==> src/rtl/riot_pkg.sv <==
// riot_pkg: shared constants, encodings and helpers for the wb_riot_timer block.
// Optional feature macro used by the top level: RIOT_TIMER_IRQ_EN.
package riot_pkg;

    // Register offsets as seen on adr_i[4:0]
    localparam logic [4:0] TIM1T  = 5'h14;
    localparam logic [4:0] TIM8T  = 5'h15;
    localparam logic [4:0] TIM64T = 5'h16;
    localparam logic [4:0] T1024T = 5'h17;
    localparam logic [4:0] INTIM  = 5'h04;
    localparam logic [4:0] TIMINT = 5'h05;

    // Bit 3 of a load address is the irq-enable, not part of the register select
    localparam logic [4:0] LOAD_MASK = 5'b10111;
    // Reads only look at bit 2 (timer space) and bit 0 (INTIM vs TIMINT)
    localparam logic [4:0] READ_MASK = 5'b00101;

    // Divide encoding as carried by adr_i[1:0] on a timer load
    typedef enum logic [1:0] {
        DIV_1    = 2'd0,
        DIV_8    = 2'd1,
        DIV_64   = 2'd2,
        DIV_1024 = 2'd3
    } div_sel_e;

    localparam int unsigned DIV_SHIFT_1    = 0;
    localparam int unsigned DIV_SHIFT_8    = 3;
    localparam int unsigned DIV_SHIFT_64   = 6;
    localparam int unsigned DIV_SHIFT_1024 = 10;

    localparam logic [7:0] COUNTER_RESET = 8'hFF;

    typedef enum logic [1:0] {
        ST_IDLE,
        ST_DELAY,
        ST_ACK,
        ST_WAIT_LOW
    } bus_state_e;

    // Last prescaler value before a decrement fires: divide - 1
    function automatic logic [9:0] div_limit(div_sel_e sel);
        logic [10:0] full;
        case (sel)
            DIV_1:   full = (11'd1 << DIV_SHIFT_1) - 11'd1;
            DIV_8:   full = (11'd1 << DIV_SHIFT_8) - 11'd1;
            DIV_64:  full = (11'd1 << DIV_SHIFT_64) - 11'd1;
            default: full = (11'd1 << DIV_SHIFT_1024) - 11'd1;
        endcase
        return full[9:0];
    endfunction

    // True when a write to this offset loads the timer
    function automatic logic is_load_adr(logic [4:0] adr);
        case (adr & LOAD_MASK)
            TIM1T, TIM8T, TIM64T, T1024T: return 1'b1;
            default:                      return 1'b0;
        endcase
    endfunction

endpackage

==> src/rtl/wb_riot_timer_if.sv <==
// wb_riot_timer_if: single-beat wishbone signals between the 6502 bridge and the RIOT timer.
interface wb_riot_timer_if;
    logic       stb_i;
    logic       we_i;
    logic [6:0] adr_i;
    logic [7:0] dat_i;
    logic       ack_o;
    logic [7:0] dat_o;

    modport master (output stb_i, we_i, adr_i, dat_i, input ack_o, dat_o);
    modport slave  (input stb_i, we_i, adr_i, dat_i, output ack_o, dat_o);
endinterface

==> src/rtl/riot_prescaler.sv <==
// riot_prescaler: 10-bit tick divider producing one decrement pulse per divide period.
// Bypass (flag set) makes every tick a decrement; force_div1 drops the divide to 1 on underflow.
module riot_prescaler
    import riot_pkg::*;
(
    input  logic     clk_i,
    input  logic     rst_ni,
    input  logic     tick_i,
    input  logic     load_i,
    input  div_sel_e div_sel_i,
    input  logic     force_div1_i,
    input  logic     bypass_i,
    output logic     dec_o
);

    logic [9:0] count_q, count_d;
    div_sel_e   div_sel_q, div_sel_d;
    logic [9:0] limit;

    // Decrement pulse kept apart from the next-state logic so underflow feedback stays acyclic
    assign limit = div_limit(div_sel_q);
    assign dec_o = tick_i & (bypass_i | (count_q == limit));

    // Next prescaler count and divide selection
    always_comb begin
        // NOTE: every always_comb output gets a default first so no path can infer a latch.
        count_d   = count_q;
        div_sel_d = div_sel_q;
        if (load_i) begin
            count_d   = '0;
            div_sel_d = div_sel_i;
        end else if (tick_i) begin
            count_d = dec_o ? '0 : count_q + 10'd1;
        end
        if (force_div1_i) begin
            div_sel_d = DIV_1;
        end
    end

    // Prescaler state registers
    always_ff @(posedge clk_i or negedge rst_ni) begin
        if (!rst_ni) begin
            count_q   <= '0;
            div_sel_q <= DIV_1024;
        end else begin
            // NOTE: state flops use non-blocking assignments so every flop samples pre-edge values.
            count_q   <= count_d;
            div_sel_q <= div_sel_d;
        end
    end

endmodule

==> src/rtl/wb_riot_timer.sv <==
// wb_riot_timer: 6532 RIOT interval timer behind a single-beat wishbone slave.
// Build option: define RIOT_TIMER_IRQ_EN to store the irq-enable bit and drive irq_o.
module wb_riot_timer
    import riot_pkg::*;
#(
    parameter int ACK_DELAY = 1
) (
    input  logic              clk_i,
    input  logic              rst_ni,
    wb_riot_timer_if.slave    wb,
    input  logic              tick_i,
    output logic              irq_o
);

    bus_state_e state_q;
    logic       ack_q;
    logic [7:0] dat_q;
    logic [7:0] counter_q, counter_d;
    logic       flag_q, flag_d;

    logic [4:0] reg_adr;
    logic       accept, load, rd_intim, rd_timint;
    logic       tick_eff, dec, underflow;
    logic [7:0] rdata;
    logic       unused_adr_hi;

    assign reg_adr       = wb.adr_i[4:0];
    assign unused_adr_hi = ^wb.adr_i[6:5];

    assign accept    = (state_q == ST_IDLE) & wb.stb_i;
    assign load      = accept & wb.we_i & is_load_adr(reg_adr);
    assign rd_intim  = accept & ~wb.we_i & ((reg_adr & READ_MASK) == (INTIM & READ_MASK));
    assign rd_timint = accept & ~wb.we_i & ((reg_adr & READ_MASK) == (TIMINT & READ_MASK));

    // A load in the same clock as a tick swallows the tick
    assign tick_eff  = tick_i & ~load;
    assign underflow = dec & (counter_q == 8'h00);

    riot_prescaler u_prescaler (
        .clk_i       (clk_i),
        .rst_ni      (rst_ni),
        .tick_i      (tick_eff),
        .load_i      (load),
        .div_sel_i   (div_sel_e'(reg_adr[1:0])),
        .force_div1_i(underflow),
        .bypass_i    (flag_q),
        .dec_o       (dec)
    );

    // Read data mux, taken from pre-tick state of the accepting clock
    always_comb begin
        rdata = 8'h00;
        if (rd_intim) begin
            rdata = counter_q;
        end else if (rd_timint) begin
            rdata = {flag_q, 7'b0};
        end
    end

    // Counter and flag next state; underflow setting the flag wins over an INTIM read clearing it
    always_comb begin
        counter_d = counter_q;
        flag_d    = flag_q;
        if (load) begin
            counter_d = wb.dat_i;
            flag_d    = 1'b0;
        end else begin
            if (rd_intim) begin
                flag_d = 1'b0;
            end
            if (dec) begin
                counter_d = counter_q - 8'd1;
            end
            if (underflow) begin
                flag_d = 1'b1;
            end
        end
    end

    // Timer state registers
    always_ff @(posedge clk_i or negedge rst_ni) begin
        if (!rst_ni) begin
            counter_q <= COUNTER_RESET;
            flag_q    <= 1'b0;
        end else begin
            counter_q <= counter_d;
            flag_q    <= flag_d;
        end
    end

    // Wishbone handshake: accept, optional extra delay, one-clock ack, then wait for stb low
    always_ff @(posedge clk_i or negedge rst_ni) begin
        if (!rst_ni) begin
            state_q <= ST_IDLE;
            ack_q   <= 1'b0;
            dat_q   <= 8'h00;
        end else begin
            case (state_q)
                ST_IDLE: begin
                    if (wb.stb_i) begin
                        dat_q <= rdata;
                        if (ACK_DELAY == 1) begin
                            ack_q   <= 1'b1;
                            state_q <= ST_ACK;
                        end else begin
                            state_q <= ST_DELAY;
                        end
                    end
                end
                ST_DELAY: begin
                    ack_q   <= 1'b1;
                    state_q <= ST_ACK;
                end
                ST_ACK: begin
                    ack_q   <= 1'b0;
                    dat_q   <= 8'h00;
                    state_q <= ST_WAIT_LOW;
                end
                default: begin
                    if (!wb.stb_i) begin
                        state_q <= ST_IDLE;
                    end
                end
            endcase
        end
    end

    assign wb.ack_o = ack_q;
    assign wb.dat_o = dat_q;

`ifdef RIOT_TIMER_IRQ_EN
    logic irq_en_q, irq_en_d;
    logic irq_q;

    assign irq_en_d = load ? reg_adr[3] : irq_en_q;

    // Irq-enable captured on each load; irq_o registered from flag and enable
    always_ff @(posedge clk_i or negedge rst_ni) begin
        if (!rst_ni) begin
            irq_en_q <= 1'b0;
            irq_q    <= 1'b0;
        end else begin
            irq_en_q <= irq_en_d;
            irq_q    <= flag_q & irq_en_q;
        end
    end

    assign irq_o = irq_q;
`else
    assign irq_o = 1'b0;
`endif

endmodule

==> src/flat_wrapper.sv <==
// flat-port wrapper written by rule: the top's interface ports become plain ports
module wb_riot_timer_flat import riot_pkg::*;
#(
    parameter int ACK_DELAY = 1
)
  (clk_i, rst_ni, tick_i, irq_o, wb_stb_i, wb_we_i, wb_adr_i, wb_dat_i, wb_ack_o, wb_dat_o);
  wb_riot_timer_if wb_i ();
  input  logic clk_i;
  input  logic rst_ni;
  input  logic tick_i;
  output logic irq_o;
  input wire logic [$bits(wb_i.stb_i)-1:0] wb_stb_i;
  input wire logic [$bits(wb_i.we_i)-1:0] wb_we_i;
  input wire logic [$bits(wb_i.adr_i)-1:0] wb_adr_i;
  input wire logic [$bits(wb_i.dat_i)-1:0] wb_dat_i;
  output wire logic [$bits(wb_i.ack_o)-1:0] wb_ack_o;
  output wire logic [$bits(wb_i.dat_o)-1:0] wb_dat_o;
  assign wb_i.stb_i = wb_stb_i;
  assign wb_i.we_i = wb_we_i;
  assign wb_i.adr_i = wb_adr_i;
  assign wb_i.dat_i = wb_dat_i;
  assign wb_ack_o = wb_i.ack_o;
  assign wb_dat_o = wb_i.dat_o;
  wb_riot_timer #(.ACK_DELAY(ACK_DELAY)) u_core (.clk_i(clk_i), .rst_ni(rst_ni), .wb(wb_i), .tick_i(tick_i), .irq_o(irq_o));
endmodule
==> config.mk <==
export PLATFORM = sky130hd
export DESIGN_NAME = wb_riot_timer_flat
export DESIGN_NICKNAME = d
export VERILOG_FILES = /design/src/rtl/riot_pkg.sv /design/src/rtl/wb_riot_timer_if.sv /design/src/rtl/riot_prescaler.sv /design/src/rtl/wb_riot_timer.sv /design/src/flat_wrapper.sv
export SDC_FILE = /design/constraint.sdc
export NUM_CORES = 1
export LEC_CHECK = 0
export BUFFER_PORTS_ARGS = -buffer_cell sky130_fd_sc_hd__buf_2
export CORE_ASPECT_RATIO = 1.25
export CORE_MARGIN = 5
export CORE_UTILIZATION = 45
export DETAILED_ROUTE_END_ITERATION = 8
export PLACE_DENSITY = 0.66
export SLEW_MARGIN = 20
export SYNTH_ARGS = -nofsm -noshare
export SYNTH_HDL_FRONTEND = slang
export SYNTH_SLANG_ARGS = --single-unit
==> constraint.sdc <==
create_clock -name clk_i -period 2.9 [get_ports clk_i]
set_input_delay 0 -clock clk_i [delete_from_list [all_inputs] [get_ports clk_i]]
set_output_delay 0 -clock clk_i [all_outputs]
set_load 0.05 [all_outputs]
# Word-level counts from Yosys, hierarchy flattened
# Cells that the tools add are included.
classes:
  add_sub_neg: 2
  n_eq_ne: 13
  muxes: 21
  bitwise: 12
  n_reduce_logical: 13
op_table:
  columns: ["operator", "count"]
  rows:
  - ["8-bit 2-to-1 mux", 5]
  - ["10-bit 2-to-1 mux", 3]
  - ["10-bit case mux with 3 select lines", 1]
  - ["4-bit == test, second input constant", 4]
  - ["8-bit case mux with 2 select lines", 1]
  - ["10-bit by 1-bit adder with 10-bit output, second input constant", 1]
  - ["10-bit == test", 1]
  - ["1-bit bitwise AND", 9]
  - ["2-bit == test, second input constant", 4]
  - ["8-bit logical NOT", 1]
  - ["2-bit 2-to-1 mux", 4]
  - ["2-bit nonzero test", 4]
  - ["8-bit by 1-bit subtractor with 8-bit output, second input constant", 1]
  - ["2-bit case mux with 3 select lines", 1]
  - ["2-bit AND reduction", 3]
  - ["3-bit nonzero test", 2]
  - ["1-bit 2-to-1 mux", 5]
  - ["2-bit by 1-bit == test with 1-bit output, second input constant", 2]
  - ["2-bit logical NOT", 2]
  - ["4-bit by 1-bit != test with 1-bit output, second input constant", 1]
  - ["4-bit OR reduction", 1]
  - ["1-bit case mux with 3 select lines", 1]
  - ["2-bit != test, second input constant", 1]
  - ["1-bit NOT", 2]
  - ["1-bit bitwise OR", 1]
word_totals:
  register_bits: 32
  input_bits: 20

# Longest topological paths before layout
# Gate-level depths: netlist (run 1).
depth:
  word_depth: 10
  mapped_depth: 7
  depth_no_buf: 7

# By module
# Synthesis (run 1) repeated with hierarchy kept, for this count alone.
unflattened:
  cells_unflattened: 184
  hier_area_um2: 1811.7
modules_own_cells:
  columns: ["module", "n_inst", "cells_per_inst", "area_per_inst_um2"]
  rows:
  - ["wb_riot_timer", 1, 89, 979.7]
  - ["riot_prescaler", 1, 95, 832.0]

# Worst setup path after synthesis (run 1)
# OpenSTA, ideal clock, no wires.
synth_timing:
  path_type: "flip-flop to flip-flop"
  startpoint: "register u_core.u_prescaler.count_q[4]"
  endpoint: "register u_core.counter_q[5]"
  arrival_ps: 2050
  path_slack_ps: 778
  stages_incl_launch_ff: 7
  n_path_buf: 0
  period_less_slack_ps: 2122
  cell_sequence: "dfrtp_1 or3_1 a222oi_1 a21oi_1 or4_1 xor2_1 o21ai_1"
synth_between:
  elab_chain_len: 4
synth_rtl:
  columns: ["element", "line_no", "rtl"]
  rows:
  - ["from (decl)", "riot_prescaler.sv:16", "logic [9:0] count_q, count_d;"]
  - ["from (signal assigned)", "riot_prescaler.sv:47", "count_q <= count_d;"]
  - ["10-bit == test", "riot_prescaler.sv:22", "assign dec_o = tick_i & (bypass_i | (count_q == limit));"]
  - ["1-bit bitwise OR", "riot_prescaler.sv:22", null]
  - ["1-bit bitwise AND", "riot_prescaler.sv:22", null]
  - ["2-bit nonzero test (no source line)", null, null]
  - ["to (signal assigned)", "wb_riot_timer.sv:86", "counter_q <= counter_d;"]
  - ["to (decl)", "wb_riot_timer.sv:18", "logic [7:0] counter_q, counter_d;"]
# No other way between the ends.
# A chain may end at the register's enable or synchronous reset.

# Final worst setup path (run 1)
# Ends and elaborated chain as after synthesis.

==> metrics.sh, run 1 <==
REG2REG_FROM='u_core.u_prescaler.count_q[4]'
WORST_SKEW_PAIR.LATE_LATENCY_NS=0.28
FINALCRITICALPERIOD_NS=2.31
SYNTH.TOP_CELL.AREA_SHARE=0.321
SYN-INSTANCE-COUNT=174
PLACE.PORT_BUFFERS=25
DRT_PASS1_ITERATIONS=4
GRT_USE_TOTAL=0.157
DIE-HEIGHT_MICRONS=79.0
POSTPLACECELLAREA_SQ_UM=1840
NUMBER_OF_FLOPS_MAPPED_TO_ENABLE_CELLS_BY_YOSYS=0
FINALHOLDVIOLATIONS=0
GRT_PASS1_WL_MICRONS=6350
VIA_TOTAL_AFTER_DETAILED_ROUTING=1454
MET2WIRELENGTH_MICRONS=1850
WORSTPATHMAXFANOUT=5
ANTENNA_FOUND_INITIAL=0
TIMING.CRITICAL_PATH.REQUIRED_NS=3.12
MEAN_INSTANCE_SIZE_IN_THE_SYNTHESIZED_NETLIST_SQ_UM=9.86
SYNTHESIS.YOSYS.WARNINGS=0
CP-END-KIND='flip-flop'
PLACE_HPWL_MICRONS=2730
SYNTH-SEQ-AREA-SHARE=0.474
INITIAL_CORE_UTIL=0.461
CORE.ROWCOUNT=25
VIAS_PER_CELL=5.72
WORSTMARGINPINSLEW_NS=0.894
VIA_COUNT_OF_THE_FIRST_GLOBAL_ROUTING_PASS=1443
FLOORPLAN.IO_PINS=30
CLOCK_TREE.ROOT_CELL='sky130_fd_sc_hd__clkbuf_8'
POWER-PER-CELL-AREA_nW_PER_UM2=802
CRIT_PATH_START_KIND='flip-flop'
HOLD_PATH_DEPTH=3
WORST_HOLD_PATH_TYPE='in2reg'
DETAIL_ROUTE.WIRELENGTH_MICRONS=3720
HP-START='wb_adr_i[0]'
GP_CONGESTION=0.808
CRITICALPATHCATEGORY='reg2reg'
ANTENNA-DIODE-COUNT=0
POST_SYNTHESIS_ASYNC_SET_OR_RESET_FLOP_SHARE=1.00
SYNTH.CELL_AREA_SQ_UM=1720
NUMBER_OF_FILLER_INSTANCES_IN_THE_FINAL_LAYOUT=345
WORST_IR_DROP_VDD_uV=315
REPORT.FINAL.SLEW_VIOL_COUNT=0
TIMING.CRITICAL_PATH.ARRIVAL_NS=2.53
CELL_TYPE_WITH_THE_HIGHEST_AGGREGATE_AREA_IN_THE_NETLIST='sky130_fd_sc_hd__dfrtp_1'
DESIGN_POWER_TOTAL_mW=1.66
YOSYS_REGISTER_BITS=32
DIE_SPAN_IN_X_MICRONS=65.2
DIE-AREA_SQ_UM=5150
CLOCKBUFFERDEPTH=2
PATH_CLK_SLEW_NS=0.07
POST-ROUTE-DRC-COUNT=0
DRT_ITER0_MARKERS=49
MAX_CLOCK_FREQ_GHz=0.433
PERIOD_SHARE=0.796
MAXSLEWHEADROOM=0.400
CTS-BUFFERS-INSERTED=5
ANT_NETS=0
CTS_TREE='done'
CTS_SINKS=32
LEAKAGEPOWER_nW=0.922
SYNTH_TOP_FLOP_CELL='sky130_fd_sc_hd__dfrtp_1'
GRT_REMAINING_OVERFLOW=0
WORST_CLOCK_SKEW_NS=0.00598
SYNTHTOLAYOUTAREAGROWTH_PCT=20.5
HTREEDEPTH=2
WHS_ENDPOINT='u_core.u_prescaler.div_sel_q[0]'
STATUS='completed'
GRT_MAX_DEGREE=33
PRECTSSETUPSLACK_NS=0.617
MAXCAPVIOLCOUNT=0
WL_MET3_MICRONS=146
WORST_R2R_PATH_DEPTH=6
LAYOUT_COMMONEST_CELL='sky130_fd_sc_hd__buf_2'
FINAL_CELL_MIX='sky130_fd_sc_hd__buf_2 (25), sky130_fd_sc_hd__dfrtp_1 (22), sky130_fd_sc_hd__nand2_1 (18)'
DRT-WIRELENGTH-PER-CELL_MICRONS=14.6
R2R_PATH_END='u_core.counter_q[5]'
FINAL_NETS=235
FLOORPLAN.CORE_AREA_SQ_UM=3720
ROUTEDLENGTHMET1_MICRONS=1640
ROUTE.TOP_LAYER_USED='met4'
POSTLAYOUTCELLAREA_SQ_UM=2070
HOLDWS_NS=0.0193
TOTALNEGATIVESETUPSLACK_NS=0
YOSYS-TOP-CELLS-AREA='sky130_fd_sc_hd__dfrtp_1 (32%), sky130_fd_sc_hd__dfstp_2 (15%), sky130_fd_sc_hd__xnor2_1 (4.1%)'
RRSETUPSLACK_NS=0.59
RSZ0062_AT_GRT='no'
DRIVE_GT1_FRAC=0.229
SYNTH.LIB_CELLS_USED.DISTINCT=41
SETUP_VIOL_COUNT_FINAL=0
QUANTITY_OF_GATES_RESIZED_FOLLOWING_CTS=0
LAYOUT_SETUP_WS_NS=0.590
SYNTH_FP_NETS=196
==> Yosys cell counts (2+ instances only) <==
cell and number:
sky130_fd_sc_hd__a21boi_0 2, sky130_fd_sc_hd__a21o_1 2, sky130_fd_sc_hd__a21oi_1 8, sky130_fd_sc_hd__a22o_1 7, sky130_fd_sc_hd__clkbuf_1 4, sky130_fd_sc_hd__dfrtp_1 22
sky130_fd_sc_hd__dfstp_2 10, sky130_fd_sc_hd__ha_1 2, sky130_fd_sc_hd__inv_1 7, sky130_fd_sc_hd__mux2i_1 3, sky130_fd_sc_hd__nand2_1 18, sky130_fd_sc_hd__nand3_1 5
sky130_fd_sc_hd__nand4_1 2, sky130_fd_sc_hd__nor2_1 10, sky130_fd_sc_hd__nor3_1 10, sky130_fd_sc_hd__nor3b_1 2, sky130_fd_sc_hd__nor4_1 3, sky130_fd_sc_hd__o211ai_1 3
sky130_fd_sc_hd__o21ai_0 12, sky130_fd_sc_hd__o31ai_1 3, sky130_fd_sc_hd__or2_2 2, sky130_fd_sc_hd__or3_1 3, sky130_fd_sc_hd__or4_1 4, sky130_fd_sc_hd__xnor2_1 8
sky130_fd_sc_hd__xor2_1 6
==> per-layer routing <==
metal,GRT usage,up-vias
met5,0,-
met4,0.0768,0
met3,0.0438,12
met2,0.266,37
met1,0.178,698
li1,-,707
==> metrics by stage <==
step                      cells  utilization
after CTS                   254        0.555
after floorplan             174            -
after global routing        254        0.555
final                       254        0.555
after global placement      234        0.494
after detailed placement    234        0.494
==> sequential cells by signal (all words and copies together) (netlist names) <==
signal and count:
u_core.u_prescaler.div_sel_q 2, u_core.state_q 2, u_core.counter_q 8, u_core.wb.ack_o 1
u_core.wb.dat_o 8, u_core.u_prescaler.count_q 10, u_core.flag_q 1
==> how the worst max path moves through the flow <==
stage                                             start                  end  slack (ns)
after detailed placement  u_core.u_prescaler.count_q[4]  u_core.counter_q[1]        0.62
after floorplan           u_core.u_prescaler.count_q[4]  u_core.counter_q[5]        0.78
after global routing      u_core.u_prescaler.count_q[4]  u_core.counter_q[1]        0.32
final                     u_core.u_prescaler.count_q[4]  u_core.counter_q[5]        0.59
after CTS                 u_core.u_prescaler.count_q[4]  u_core.counter_q[1]        0.59
after global placement    u_core.u_prescaler.count_q[4]  u_core.counter_q[1]        0.67
==> cell families after synthesis <==
logic type | after synthesis | share of synthesized area
other | 1 | 0.00219
flip-flops | 32 | 0.474
AND/OR/NAND/NOR | 63 | 0.188
multiplexers | 3 | 0.0175
AO/OA/AOI/OAI | 45 | 0.178
XOR/XNOR | 14 | 0.0715
buffers and inverters | 14 | 0.0540
adder cells (fa/ha/maj) | 2 | 0.0146
==> area by class of cell <==
type	instances	area, sq um	area share
clock buffer	6	72.6	0.0351
clock inverter	2	35.0	0.0169
inverter	7	26.3	0.0127
multi-input combinational	128	810	0.392
sequential	32	813	0.393
tap	40	50.0	0.0242
timing repair buffer	39	260	0.126
==> timing repair <==
item                                   4_1_cts  5_1_grt
buffers inserted                             0        0
hold buffers                                12        0
endpoints found under the hold margin       33        0
==> worst max-delay path, cell delays in order (launching register included) <==
cell                       delay, ns
sky130_fd_sc_hd__dfrtp_1        0.43
sky130_fd_sc_hd__or3_1          0.38
sky130_fd_sc_hd__a222oi_1       0.48
sky130_fd_sc_hd__a21oi_1        0.18
sky130_fd_sc_hd__or4_1          0.51
sky130_fd_sc_hd__xor2_1         0.15
sky130_fd_sc_hd__o21ai_1        0.12
==> power breakdown <==
| group | switching (mW) | total, mW | internal [mW] |
|---|---|---|---|
| clock network | 0.164 | 0.418 | 0.255 |
| registers | 0.145 | 0.749 | 0.604 |
| logic | 0.282 | 0.490 | 0.209 |
| total | 0.591 | 1.66 | 1.07 |
Power figures use the tool's default switching activity.
==> run 2, diff against run 1 <==
--- a/config.mk
+++ b/config.mk
@@ -5,6 +5,7 @@
 export SDC_FILE = /design/constraint.sdc
 export NUM_CORES = 1
 export LEC_CHECK = 0
+export ABC_AREA = 1
 export BUFFER_PORTS_ARGS = -buffer_cell sky130_fd_sc_hd__buf_2
 export CORE_ASPECT_RATIO = 1.25
 export CORE_MARGIN = 5
==> constraint.sdc (replaced) <==
create_clock -name clk_i -period 2.36 [get_ports clk_i]
set_input_delay 0 -clock clk_i [delete_from_list [all_inputs] [get_ports clk_i]]
set_output_delay 0 -clock clk_i [all_outputs]
set_load 0.05 [all_outputs]
==> metrics.sh, run 2 <==
CELL_TYPE_WITH_THE_HIGHEST_AGGREGATE_AREA_IN_THE_NETLIST='sky130_fd_sc_hd__dfrtp_1'
WORST_SKEW_PAIR.LATE_LATENCY_NS=0.28
MAX_FLOP_REGISTER='u_core.u_prescaler.count_q'
VIA_COUNT_OF_THE_FIRST_GLOBAL_ROUTING_PASS=1643
CP-END-KIND='flip-flop'
LAYOUT_COMMONEST_CELL='sky130_fd_sc_hd__nand2_1'
VIA_TOTAL_AFTER_DETAILED_ROUTING=1636
STATUS='completed'
MAX_CLOCK_FREQ_GHz=0.591
TIMING.CRITICAL_PATH.ARRIVAL_NS=1.90
GP_CONGESTION=0.848
ANTENNA_FOUND_INITIAL=0
WORST_CLOCK_SKEW_NS=0.00416
FINALHOLDVIOLATIONS=0
HTREEDEPTH=2
ANT_NETS=0
GRT_REMAINING_OVERFLOW=0
FLOORPLAN.CORE_AREA_SQ_UM=4130
SYNTH_MOST_COMMON_CELL='sky130_fd_sc_hd__nand2_1'
NUMBER_OF_FILLER_INSTANCES_IN_THE_FINAL_LAYOUT=415
DRT_PASS1_ITERATIONS=4
DRT-WIRELENGTH-PER-CELL_MICRONS=12.3
SYNTHESIS.YOSYS.WARNINGS=0
YOSYS-TOP-CELLS-AREA='sky130_fd_sc_hd__dfrtp_1 (28%), sky130_fd_sc_hd__dfstp_2 (14%), sky130_fd_sc_hd__nand2_1 (11%)'
POWER-PER-CELL-AREA_nW_PER_UM2=1030
SYNTH_TOP_FLOP_CELL='sky130_fd_sc_hd__dfrtp_1'
POST-CTS-SETUP-BUFFER-COUNT=0
REPORT.FINAL.SLEW_VIOL_COUNT=0
SYNTH.LIB_CELLS_USED.DISTINCT=37
MAXCAPVIOLCOUNT=0
FINALCOREUTILIZATION=0.533
NUMBER_OF_FLOPS_MAPPED_TO_ENABLE_CELLS_BY_YOSYS=0
WORSTMARGINPINSLEW_NS=0.726
FINALCRITICALPERIOD_NS=1.69
DRIVE_GT1_FRAC=0.253
CTS_TREE='done'
LARGEST_REG_FLOPS=10
PERIOD_SHARE=0.717
MEAN_INSTANCE_SIZE_IN_THE_SYNTHESIZED_NETLIST_SQ_UM=7.86
POST_SYNTHESIS_ASYNC_SET_OR_RESET_FLOP_SHARE=1.00
POST-ROUTE-DRC-COUNT=0
WORST_IR_DROP_VDD_uV=633
CRITICAL-PATH-TOP-DELAY-FAMILY='simple AND/OR/NAND/NOR gates'
QUANTITY_OF_GATES_RESIZED_FOLLOWING_CTS=0
CRITICAL_PATH.SLOWEST_CELL='sky130_fd_sc_hd__dfrtp_1'
SETUP_VIOL_COUNT_FINAL=0
DIE-AREA_SQ_UM=5710
CLOCK_TREE.ROOT_CELL='sky130_fd_sc_hd__clkbuf_8'
CRIT_PATH_START_KIND='flip-flop'
CRIT_PATH_BUF_INV_COUNT=2
SYN-INSTANCE-COUNT=246
GRT_USE_TOTAL=0.162
RSZ0062_AT_GRT='no'
FLOORPLAN.IO_PINS=30
PLACE_HPWL_MICRONS=2840
GRT_PASS1_WL_MICRONS=7190
CLOCKBUFFERDEPTH=2
DIE-HEIGHT_MICRONS=83.3
GRT_MAX_DEGREE=33
ANTENNA-DIODE-COUNT=0
PATH_CLK_SLEW_NS=0.06
FINAL_CELL_MIX='sky130_fd_sc_hd__nand2_1 (59), sky130_fd_sc_hd__inv_1 (39), sky130_fd_sc_hd__buf_2 (25)'
DETAIL_ROUTE.WIRELENGTH_MICRONS=4100
VIAS_PER_CELL=4.91
LEAKAGEPOWER_nW=1.11
FINAL_NETS=298
SYNTH-SEQ-AREA-SHARE=0.421
WORST_HOLD_PATH_TYPE='in2reg'
CRITICALPATHCATEGORY='reg2reg'
DRT_ITER0_MARKERS=67
PLACE.PORT_BUFFERS=25
SYNTH_FP_NETS=268
CTS-BUFFERS-INSERTED=5
SYNTH.TOP_CELL.AREA_SHARE=0.285
CORE.ROWCOUNT=26
SYNTHTOLAYOUTAREAGROWTH_PCT=13.9
TIMING.CRITICAL_PATH.REQUIRED_NS=2.57
CRIT_PATH_MAX_INCR_DELAY_NS=0.42
YOSYS_REGISTER_BITS=32
TOTALNEGATIVESETUPSLACK_NS=0
CP_CELL_SEQUENCE='nor2_1 -> nand2_2 -> inv_2 -> nand2_4 -> inv_4 -> nor2_8 -> nand2_8 -> nand2_4 -> nand2_1 -> nand2_1'
INITIAL_CORE_UTIL=0.468
DIE_SPAN_IN_X_MICRONS=68.6
MAXSLEWHEADROOM=0.516
SYNTH.CELL_AREA_SQ_UM=1930
CTS_SINKS=32
WORSTPATHMAXFANOUT=19
SYNTH.TOP_CELLS.BY_COUNT='sky130_fd_sc_hd__nand2_1 (59), sky130_fd_sc_hd__inv_1 (39), sky130_fd_sc_hd__dfrtp_1 (22)'
==> run 2: cell types whose count changed after synthesis, moves of 4 or more <==
cell and change:
sky130_fd_sc_hd__nand2_2 +10, sky130_fd_sc_hd__xnor2_1 -7, sky130_fd_sc_hd__a21oi_1 -4, sky130_fd_sc_hd__inv_1 +32, sky130_fd_sc_hd__nand3_1 +16, sky130_fd_sc_hd__nor2_4 +4
sky130_fd_sc_hd__o22ai_1 +7, sky130_fd_sc_hd__nor2_1 +5, sky130_fd_sc_hd__nand2_1 +41, sky130_fd_sc_hd__or4_1 -4, sky130_fd_sc_hd__nor3_1 -8, sky130_fd_sc_hd__a22o_1 -7
sky130_fd_sc_hd__clkbuf_1 -4
==> run 2: routing by layer <==
layer	track usage	share of wire	routed length, microns
met5	0	0	0
met1	0.195	0.42	1700
met2	0.268	0.53	2150
met3	0.0473	0.048	196
met4	0.0561	0.010	43
==> run 2: area by class of cell <==
class | instances | area [sq um] | share of cell area
sequential | 32 | 813 | 0.369
inverter | 43 | 164 | 0.0744
tap | 56 | 70.1 | 0.0318
clock buffer | 8 | 90.1 | 0.0409
timing repair buffer | 27 | 145 | 0.0659
multi-input combinational | 167 | 920 | 0.418
==> run 2: power breakdown <==
part | internal (mW) | switching (mW) | total, mW
clock network | 0.238 | 0.192 | 0.429
logic | 0.320 | 0.622 | 0.942
registers | 0.751 | 0.137 | 0.888
total | 1.31 | 0.951 | 2.26
==> run 2: cell families (layout without fill, tap and decap cells) <==
family | Yosys count | after routing | synth area share
flip-flops | 32 | 32 | 0.421
AO/OA/AOI/OAI | 29 | 29 | 0.0848
buffers and inverters | 47 | 78 | 0.104
other | 1 | 1 | 0.00194
adder cells (fa/ha/maj) | 2 | 2 | 0.0129
XOR/XNOR | 6 | 6 | 0.0272
AND/OR/NAND/NOR | 129 | 129 | 0.349
==> run 2: path summary, 6_finish.rpt <==
path / start / endpoint / slack, ns / cells past startpoint
worst max register to register: u_core.state_q[0] / u_core.counter_q[1] / 0.67 / 10
worst min register to register: u_core.wb.ack_o / u_core.wb.ack_o / 0.49 / 2
worst min-delay path: wb_dat_i[3] / u_core.counter_q[3] / 0.03 / 5
max in group asynchronous: rst_ni / u_core.u_prescaler.count_q[7] / 1.57 / 2
min in group asynchronous: rst_ni / u_core.state_q[1] / 0.32 / 2
worst max-delay path: u_core.state_q[0] / u_core.counter_q[1] / 0.67 / 10
==> run 2: repair_timing <==
action	4_1_cts	5_1_grt
endpoints found under the hold margin	23	0
hold buffers	2	0
endpoints found under the setup margin	0	0
==> run 2: worst reg2reg max path, stage by stage (launching register included) <==
cell and delay (ns):
sky130_fd_sc_hd__dfrtp_1 0.42, sky130_fd_sc_hd__nor2_1 0.12, sky130_fd_sc_hd__nand2_2 0.07, sky130_fd_sc_hd__inv_2 0.07
sky130_fd_sc_hd__nand2_4 0.16, sky130_fd_sc_hd__inv_4 0.24, sky130_fd_sc_hd__nor2_8 0.06, sky130_fd_sc_hd__nand2_8 0.11
sky130_fd_sc_hd__nand2_4 0.18, sky130_fd_sc_hd__nand2_1 0.12, sky130_fd_sc_hd__nand2_1 0.06
==> run 2: through the flow <==
step	instance area, sq um	hold WS [ns]	power, mW	std cells	worst slack (ns)
2_1_floorplan	1930	-0.296	1.66	246	0.908
3_3_place_gp	2090	0.104	1.82	323	0.704
3_5_place_dp	2090	0.103	1.84	323	0.658
4_1_cts	2200	0.0155	2.29	333	0.643
5_1_grt	2200	0.0389	2.47	333	0.486
6_report	2200	0.0266	2.26	333	0.668
==> run 3, diff against run 2 <==
--- a/config.mk
+++ b/config.mk
@@ -5,7 +5,7 @@
 export SDC_FILE = /design/constraint.sdc
 export NUM_CORES = 1
 export LEC_CHECK = 0
-export ABC_AREA = 1
+export ABC_AREA = 0
 export BUFFER_PORTS_ARGS = -buffer_cell sky130_fd_sc_hd__buf_2
 export CORE_ASPECT_RATIO = 1.25
 export CORE_MARGIN = 5
==> constraint.sdc (replaced) <==
create_clock -name clk_i -period 1.7 [get_ports clk_i]
set_input_delay 0 -clock clk_i [delete_from_list [all_inputs] [get_ports clk_i]]
set_output_delay 0 -clock clk_i [all_outputs]
set_load 0.05 [all_outputs]
==> metrics.sh, run 3 (synthesized netlist as in run 1, its figures left out) <==
HOLDWS_NS=-0.00888
GRT_MAX_DEGREE=33
PATH_CLK_SLEW_NS=0.07
HOLD_PATH_DEPTH=3
REPORT.FINAL.SLEW_VIOL_COUNT=0
SYNTHTOLAYOUTAREAGROWTH_PCT=50.1
PLACED_CELL_COUNT=271
CRITICALPATHCATEGORY='reg2reg'
CP-END-KIND='flip-flop'
CTS_TREE='done'
WORST_R2R_PATH_DEPTH=6
FINALCRITICALPERIOD_NS=2.09
ANTENNA-DIODE-COUNT=0
CRIT_PATH_START_KIND='flip-flop'
REG2REG_FROM='u_core.u_prescaler.div_sel_q[0]'
GRT_REMAINING_OVERFLOW=0
CRITICAL-PATH-TOP-DELAY-FAMILY='simple AND/OR/NAND/NOR gates'
WORST_CLOCK_SKEW_NS=0.00532
PLACE.PORT_BUFFERS=25
DRIVE_GT1_FRAC=0.463
VIAS_PER_CELL=5.66
PERIOD_SHARE=1.23
RSZ0062_AT_GRT='yes'
TOTALNEGATIVESETUPSLACK_NS=-5.61
STATUS='finished, violations left'
GP_CONGESTION=0.897
WORST_SKEW_PAIR.LATE_LATENCY_NS=0.29
MAX_CLOCK_FREQ_GHz=0.478
LAYOUT_COMMONEST_CELL='sky130_fd_sc_hd__buf_4'
GRT_PASS1_WL_MICRONS=8010
LAYOUT_SETUP_WS_NS=-0.392
HP-START='wb_adr_i[1]'
POST_LAYOUT_NONFILLER_INSTANCES=297
DRT-WIRELENGTH-PER-CELL_MICRONS=16.8
TIMING.CRITICAL_PATH.REQUIRED_NS=1.92
SETUP_VIOL_COUNT_FINAL=21
LEAKAGEPOWER_nW=1.16
DRT_ITER0_MARKERS=82
CTS-BUFFERS-INSERTED=5
CRIT_PATH_BUF_INV_COUNT=0
CRIT_PATH_MAX_INCR_DELAY_NS=0.55
PLACE_HPWL_MICRONS=3410
DIE-HEIGHT_MICRONS=79.0
INITIAL_CORE_UTIL=0.461
TIMING.CRITICAL_PATH.ARRIVAL_NS=2.31
POST-ROUTE-DRC-COUNT=0
HTREEDEPTH=2
FLOORPLAN.IO_PINS=30
RRSETUPSLACK_NS=-0.39
POWER-PER-CELL-AREA_nW_PER_UM2=1370
LARGEST_REG_FLOPS=10
VIOLATIONS='hold timing, setup timing'
WORST_HOLD_PATH_TYPE='in2reg'
ANT_NETS=0
CP_CELL_SEQUENCE='or3b_4 -> a21oi_4 -> o311ai_4 -> or4_1 -> xor2_1 -> o21ai_1'
MAXCAPVIOLCOUNT=0
MAX_FLOP_REGISTER='u_core.u_prescaler.count_q'
FINAL_NETS=278
DIE_SPAN_IN_X_MICRONS=65.2
FINAL_CELL_MIX='sky130_fd_sc_hd__buf_4 (38), sky130_fd_sc_hd__buf_2 (25), sky130_fd_sc_hd__dfrtp_1 (22)'
CTS_SINKS=32
FINALHOLDVIOLATIONS=1
WORSTSETUPSTARTPOINT='u_core.u_prescaler.div_sel_q[0]'
WORST_IR_DROP_VDD_uV=517
VIA_TOTAL_AFTER_DETAILED_ROUTING=1682
GRT_USE_TOTAL=0.202
CLOCK_TREE.ROOT_CELL='sky130_fd_sc_hd__clkbuf_8'
VIA_COUNT_OF_THE_FIRST_GLOBAL_ROUTING_PASS=1776
R2R_PATH_END='u_core.counter_q[5]'
FLOORPLAN.CORE_AREA_SQ_UM=3720
WORSTMARGINPINSLEW_NS=0.708
CRITICAL_PATH.SLOWEST_CELL='sky130_fd_sc_hd__dfstp_2'
WORSTPATHMAXFANOUT=3
MAXSLEWHEADROOM=0.528
ANTENNA_FOUND_INITIAL=0
DRT_PASS1_ITERATIONS=5
DETAIL_ROUTE.WIRELENGTH_MICRONS=4980
CLOCKBUFFERDEPTH=2
DIE-AREA_SQ_UM=5150
WHS_ENDPOINT='u_core.u_prescaler.div_sel_q[1]'
CORE.ROWCOUNT=25
[run 3: cell count changes in the layout (fill, tap and decap cells not counted), sizes merged, moves of 9 or more]
cell	before	now
nand3	23	5
nor2	23	10
inv	43	7
dlygate4sd3	2	11
buf	25	71
nand2	73	18
[run 3: worst max path at each step]
stage / endpoint / slack [ns] / depth (start not counted)
after CTS: u_core.counter_q[5] / -0.40 / 6
after detailed placement: u_core.counter_q[5] / -0.43 / 6
after floorplan: u_core.counter_q[5] / -0.39 / 6
after global placement: u_core.counter_q[5] / -0.37 / 7
after global routing: u_core.counter_q[5] / -0.49 / 7
final: u_core.counter_q[5] / -0.39 / 6
[run 3: area by class of cell]
type / instances / area, sq um
Tap cell: 40 / 50.0
Sequential cell: 32 / 813
Timing Repair Buffer: 82 / 611
Inverter: 7 / 26.3
Fill cell: 275 / 1150
Clock buffer: 6 / 82.6
Clock inverter: 2 / 10.0
Multi-Input combinational cell: 128 / 982
[run 3: worst reg2reg max path: stages, from the launching register on]
cell and delay (ns):
sky130_fd_sc_hd__dfstp_2 0.55, sky130_fd_sc_hd__or3b_4 0.39, sky130_fd_sc_hd__a21oi_4 0.17, sky130_fd_sc_hd__o311ai_4 0.11, sky130_fd_sc_hd__or4_1 0.54, sky130_fd_sc_hd__xor2_1 0.15, sky130_fd_sc_hd__o21ai_1 0.12
[run 3: what timing repair did]
action | in CTS | in global routing
hold buffers | 11 | 0
endpoints found under the setup margin | 21 | 21
gates resized for setup | 28 | 21
pin swaps | 11 | 13
buffers inserted | 6 | 5
hold endpoints to repair | 32 | 0
[run 3: power by group]
group          leakage [nW]  switching [mW]  internal, mW
sequential            0.401           0.190          1.03
clock                0.0510           0.285         0.323
combinational         0.712           0.848         0.866
total                  1.16            1.32          2.22
[run 3: per-layer routing]
| layer | share of wire | up-vias | GRT usage |
|---|---|---|---|
| met5 | 0 | - | 0 |
| met4 | 0.027 | 0 | 0.0851 |
| met3 | 0.035 | 15 | 0.0382 |
| met2 | 0.54 | 50 | 0.374 |
| met1 | 0.40 | 821 | 0.220 |
| li1 | - | 796 | - |
[run 3: metrics by stage]
step | power (mW) | area, sq um | util | hold WS [ns] | setup WS (ns)
floorplan | 1.90 | 1720 | - | -0.296 | -0.392
global placement | 2.39 | 2130 | 0.571 | 0.0744 | -0.373
detailed placement | 2.44 | 2130 | 0.571 | 0.0940 | -0.428
CTS | 3.32 | 2460 | 0.662 | 0.00192 | -0.395
global route | 3.73 | 2570 | 0.692 | 0.0364 | -0.489
finish | 3.54 | 2570 | 0.692 | -0.00888 | -0.392
